===== config.mk =====
export PLATFORM = sky130hd
export DESIGN_NAME = seven_seg_scan_drv
export DESIGN_NICKNAME = d
export VERILOG_FILES = /design/src/rtl/seven_seg_scan_drv.sv
export SDC_FILE = /design/constraint.sdc
export NUM_CORES = 1
export LEC_CHECK = 0
export CAP_MARGIN = 20
export CORE_ASPECT_RATIO = 1.4
export CORE_UTILIZATION = 53
export CTS_CLUSTER_DIAMETER = 100
export DETAILED_ROUTE_END_ITERATION = 12
export PLACE_DENSITY = 0.77
export SLEW_MARGIN = 40
export SYNTH_ARGS = -nofsm -noshare
export SYNTH_HDL_FRONTEND = slang
export SYNTH_SLANG_ARGS = --single-unit

===== constraint.sdc =====
create_clock -name clk -period 2.8 [get_ports clk]
set_input_delay 0.56 -clock clk [delete_from_list [all_inputs] [get_ports clk]]
set_output_delay 0.56 -clock clk [all_outputs]
set_load 0.1 [all_outputs]

===== src/rtl/seven_seg_scan_drv.sv =====
// ============================================================================
// Module   : seven_seg_scan_drv
// Purpose  : Scans a 32-bit hex display word onto an 8-digit common-anode
//            7-segment display. A new word is captured on a load strobe
//            but is only applied at a frame boundary, so one frame never
//            mixes digits from an old word and a new word. The first
//            GHOST_CYC cycles of every digit slot switch all anodes off to
//            suppress ghosting between digits.
// Ports    : clk, rst          - clock, synchronous active-high reset
//            disp_num[31:0]   - display word, nibble i -> digit i (0 = right)
//            load             - one-cycle strobe, captures disp_num
//            point[7:0]       - per-digit decimal point enable (live)
//            blank[7:0]       - per-digit blank (live)
//            AN[7:0]          - anode enables, active-low (registered)
//            SEGMENT[7:0]     - {dp,g,f,e,d,c,b,a}, active-low (registered)
//            scan_idx[2:0]    - digit slot currently being scanned
//            frame_done       - one-cycle pulse after the digit 7 -> 0 wrap
// Revision : 1.0 - initial release
// ============================================================================
`default_nettype none

module seven_seg_scan_drv #(
  parameter int DIV_MAX   = 100000,
  parameter int GHOST_CYC = 2000
) (
  input  logic        clk,
  input  logic        rst,
  input  logic [31:0] disp_num,
  input  logic        load,
  input  logic [7:0]  point,
  input  logic [7:0]  blank,
  output logic [7:0]  AN,
  output logic [7:0]  SEGMENT,
  output logic [2:0]  scan_idx,
  output logic        frame_done
);

  localparam int            CW         = (DIV_MAX > 1) ? $clog2(DIV_MAX) : 1;
  localparam logic [CW-1:0] C_DIV_LAST = CW'(DIV_MAX - 1);

  // Hex digit -> active-low {g,f,e,d,c,b,a}
  function automatic logic [6:0] hex_to_seg(input logic [3:0] nib);
    logic [6:0] seg;
    case (nib)
      4'h0:    seg = 7'h40;
      4'h1:    seg = 7'h79;
      4'h2:    seg = 7'h24;
      4'h3:    seg = 7'h30;
      4'h4:    seg = 7'h19;
      4'h5:    seg = 7'h12;
      4'h6:    seg = 7'h02;
      4'h7:    seg = 7'h78;
      4'h8:    seg = 7'h00;
      4'h9:    seg = 7'h10;
      4'hA:    seg = 7'h08;
      4'hB:    seg = 7'h03;
      4'hC:    seg = 7'h46;
      4'hD:    seg = 7'h21;
      4'hE:    seg = 7'h06;
      default: seg = 7'h0E;
    endcase
    return seg;
  endfunction

  // --------------------------------------------------------------------------
  // State
  // --------------------------------------------------------------------------
  logic [CW-1:0] div_cnt_q,    div_cnt_d;
  logic [2:0]    scan_idx_q,   scan_idx_d;
  logic [31:0]   shadow_q,     shadow_d;
  logic [31:0]   pend_data_q,  pend_data_d;
  logic          pending_q,    pending_d;
  logic [7:0]    an_q,         an_d;
  logic [7:0]    seg_q,        seg_d;
  logic          frame_done_q, frame_done_d;

  logic          w_tick;
  logic          w_boundary;
  logic          w_ghost;
  logic [3:0]    w_nib;

  assign w_tick     = (div_cnt_q == C_DIV_LAST);
  assign w_boundary = w_tick && (scan_idx_q == 3'd7);
  assign w_nib      = shadow_q[{scan_idx_q, 2'b00} +: 4];

  // Dead-time window at the start of each slot; a zero-length window is
  // built as a constant so the comparison never degenerates to "< 0".
  generate
    if (GHOST_CYC > 0) begin : g_ghost
      assign w_ghost = (div_cnt_q < CW'(GHOST_CYC));
    end else begin : g_no_ghost
      assign w_ghost = 1'b0;
    end
  endgenerate

  // --------------------------------------------------------------------------
  // Next-state logic
  // --------------------------------------------------------------------------
  always_comb begin
    div_cnt_d    = w_tick ? '0 : div_cnt_q + 1'b1;
    scan_idx_d   = w_tick ? scan_idx_q + 3'd1 : scan_idx_q;
    shadow_d     = shadow_q;
    pend_data_d  = pend_data_q;
    pending_d    = pending_q;
    frame_done_d = w_boundary;

    if (w_boundary) begin
      // A load coinciding with the boundary is the newest word, so it goes
      // straight to the shadow and leaves nothing pending.
      if (load) begin
        shadow_d    = disp_num;
        pend_data_d = disp_num;
      end else if (pending_q) begin
        shadow_d    = pend_data_q;
      end
      pending_d = 1'b0;
    end else if (load) begin
      pend_data_d = disp_num;
      pending_d   = 1'b1;
    end

    // Outputs reflect the current slot/phase/shadow one cycle later.
    if (w_ghost || blank[scan_idx_q]) begin
      an_d = 8'hFF;
    end else begin
      an_d = ~(8'b1 << scan_idx_q);
    end
    seg_d = {~point[scan_idx_q], hex_to_seg(w_nib)};
  end

  // --------------------------------------------------------------------------
  // Registers
  // --------------------------------------------------------------------------
  always_ff @(posedge clk) begin
    if (rst) begin
      div_cnt_q    <= '0;
      scan_idx_q   <= 3'd0;
      shadow_q     <= 32'h0;
      pend_data_q  <= 32'h0;
      pending_q    <= 1'b0;
      an_q         <= 8'hFF;
      seg_q        <= 8'hFF;
      frame_done_q <= 1'b0;
    end else begin
      div_cnt_q    <= div_cnt_d;
      scan_idx_q   <= scan_idx_d;
      shadow_q     <= shadow_d;
      pend_data_q  <= pend_data_d;
      pending_q    <= pending_d;
      an_q         <= an_d;
      seg_q        <= seg_d;
      frame_done_q <= frame_done_d;
    end
  end

  assign AN         = an_q;
  assign SEGMENT    = seg_q;
  assign scan_idx   = scan_idx_q;
  assign frame_done = frame_done_q;

endmodule

`default_nettype wire


==> out/metrics.yaml <==
outcome: "complete, no violations"
cts_root_buf: "clkbuf_8"
syn_area_mm2: 0.00439
ios: 71
cts_setup_buffers: 0
cts_htree_levels: 3
cts_tree: "yes"
arrival_ns: 2.63
drc: 0
cts_buffer_depth: 2
seq_power_share_pct: 55.8
fp.dieW_um: 78.9
core_region_area_mm2: 0.00789
synth_cells: 421
grt_use_total_pct: 22.8
synth-seq-area-share_pct: 46.5
synth_edf_count: 0
path_class: "reg2reg"
synth.top_cell.area_share_pct: 46.5
dieArea_mm2: 0.00865
clock_power_share_pct: 35.4
crit_fanout: 7
max_cap_violations: 0
worstSetupStartpointType: "register"
hold_viol_final: 0
yosysWarnings: 0
num_rows: 38
antenna_found_initial: 0
syn_avg_cell_area_um2: 10.4
synthToLayoutAreaGrowth_pct: 20.8
p_int_mw: 2.02
diodes: 0
cts.repair.resized: 0
grt_pass1_wl_um: 15100
post-route-period-util_pct: 84.3
synth_fp_nets: 484
grt_pass1_vias: 3137
rsz0062_at_grt: "false"
fin_tns_setup_ns: 0
synthTopCellsByArea: "dfxtp_1, mux2i_1, a211oi_2"
fin_skew_ns: 0.0120
slowest_stage: "mux4_2"
gp_congestion: 0.840
switchingPower_mw: 0.671
yosysTopAreaCell: "dfxtp_1"
hold_class: "reg2reg"
path_cells: "mux4_2 > mux2i_1 > inv_1 > ha_1 > nand3_1 > o21ai_0 > a221o_1"
io_buffers: 70
cpPeakStageDelay_ns: 0.52
irDropWorstVdd_mv: 0.347
drive_above_1_share_pct: 21.2
clock_latency_ns: 0.37
final_antenna_net_count: 0
synth_seq_cells: 102
hpwlAfterDp_um: 6680
hold_buffers: 0
cellPowerDensity_mw_per_mm2: 507
cp_top_family: "multiplexers"
max_slew.worst_pin.slew_ns: 0.497
swShare_pct: 24.9
path_clk_slew_ns: 0.10
final_max_slew_viol_count: 0
initial_core_util_pct: 55.6
final_common_cell: "dfxtp_1"
end_kind: "register"
period_minus_slack_ns: 2.36
fmax_mhz: 424
async_reset_ff_share_pct: 0
slew_headroom_pct: 65.9
wire_per_inst_um: 15.3
dr.pass1.iters: 5
overflow: 0
nets: 549
vias: 3214
dp.cells: 575
pwr-share-comb_pct: 8.8
wl_um: 9050
grt_max_degree: 65
dieHeight_um: 110
final_cells: 591
synth_ff_type: "dfxtp_1"
leakagePower_nw: 2.01
final_cell_mix: "dfxtp_1, nor2_1, clkdlybuf4s50_1"
viasPerCell: 5.44
worst-path-buf-inv: 1
numCtsBuffers: 9
critPathRequiredTime_ns: 3.07
setup_violations: 0
drt_iter0_markers: 176
clock-sinks: 102
synth.distinct_cells: 46
==> state kept, by name, indices dropped and copies added (netlist names) <==
signal / flops
pend_data_q: 32
AN: 8
frame_done: 1
SEGMENT: 8
shadow_q: 32
div_cnt_q: 17
pending_q: 1
scan_idx: 3
==> power by group through the flow <==
stage / registers [mW] / clock network (mW) / logic (mW)
2_1_floorplan: 1.57 / 0 / 0.0995
3_3_place_gp: 1.53 / 0 / 0.236
3_5_place_dp: 1.53 / 0 / 0.239
4_1_cts: 1.50 / 0.979 / 0.240
5_1_grt: 1.50 / 1.03 / 0.255
6_report: 1.50 / 0.952 / 0.238
==> worst paths after layout <==
kind | startpoint | end | slack (ns) | cells past startpoint
worst max-delay path | scan_idx[1]$_SDFFE_PP0P_ | SEGMENT[5]$_SDFF_PP1_ | 0.44 | 7
worst min-delay path | div_cnt_q[0]$_SDFF_PP0_ | div_cnt_q[0]$_SDFF_PP0_ | 0.50 | 1
worst max register to register | scan_idx[1]$_SDFFE_PP0P_ | SEGMENT[5]$_SDFF_PP1_ | 0.44 | 7
worst min register to register | div_cnt_q[0]$_SDFF_PP0_ | div_cnt_q[0]$_SDFF_PP0_ | 0.50 | 1
==> final cells by class <==
class	count	area, um2
fill	658	2590
clock inverter	7	80.1
clock buffer	9	124
inverter	12	45.0
timing repair buffer	81	736
multi-input combinational	280	2150
tap	100	125
sequential	102	2040
==> per-layer routing <==
metal / wire length (um) / share of wire (%) / GRT usage [%]
met1: 3890 / 43 / 26.3
met4: 213 / 2.4 / 8.44
met5: 0 / 0 / 0
met3: 323 / 3.6 / 5.31
met2: 4620 / 51 / 41.0
==> stage by stage <==
| stage | power, mW | setup WS [ns] | util, % | hold slack (ns) | cell area (um2) |
|---|---|---|---|---|---|
| 2_1_floorplan | 1.67 | 0.0408 | - | 0.442 | 4390 |
| 6_report | 2.69 | 0.439 | 67.2 | 0.503 | 5300 |
| 5_1_grt | 2.79 | 0.245 | 67.2 | 0.524 | 5300 |
| 3_5_place_dp | 1.77 | 0.463 | 64.6 | 0.478 | 5100 |
| 3_3_place_gp | 1.77 | 0.618 | 64.6 | 0.466 | 5100 |
| 4_1_cts | 2.72 | 0.454 | 67.2 | 0.502 | 5300 |
==> logic make-up after synthesis <==
family | count (synthesis) | share of synthesized area, %
and+or+nand+nor | 148 | 15.7
DFF | 102 | 46.5
AOI/OAI and AO/OA | 55 | 12.5
adders and majority gates | 12 | 3.42
buffers and inverters | 39 | 4.56
muxes | 50 | 14.3
xor gates and xnor gates | 15 | 2.99
==> cells in the mapped netlist, drive strengths merged, types with 2 or more instances <==
library cell  number
nor2b              2
or3                2
and2               3
clkbuf            11
a21oi              2
buf               16
nand2             20
nor2              91
nand4              4
xnor2              8
o211ai             2
mux4              10
dfxtp            102
a211oi            34
and3               3
mux2i             39
nor3               3
o21ai              5
nor4               4
nand3             10
a221o              3
xor2               7
ha                12
a31oi              2
inv               12
(Power assumes the default switching activity.)
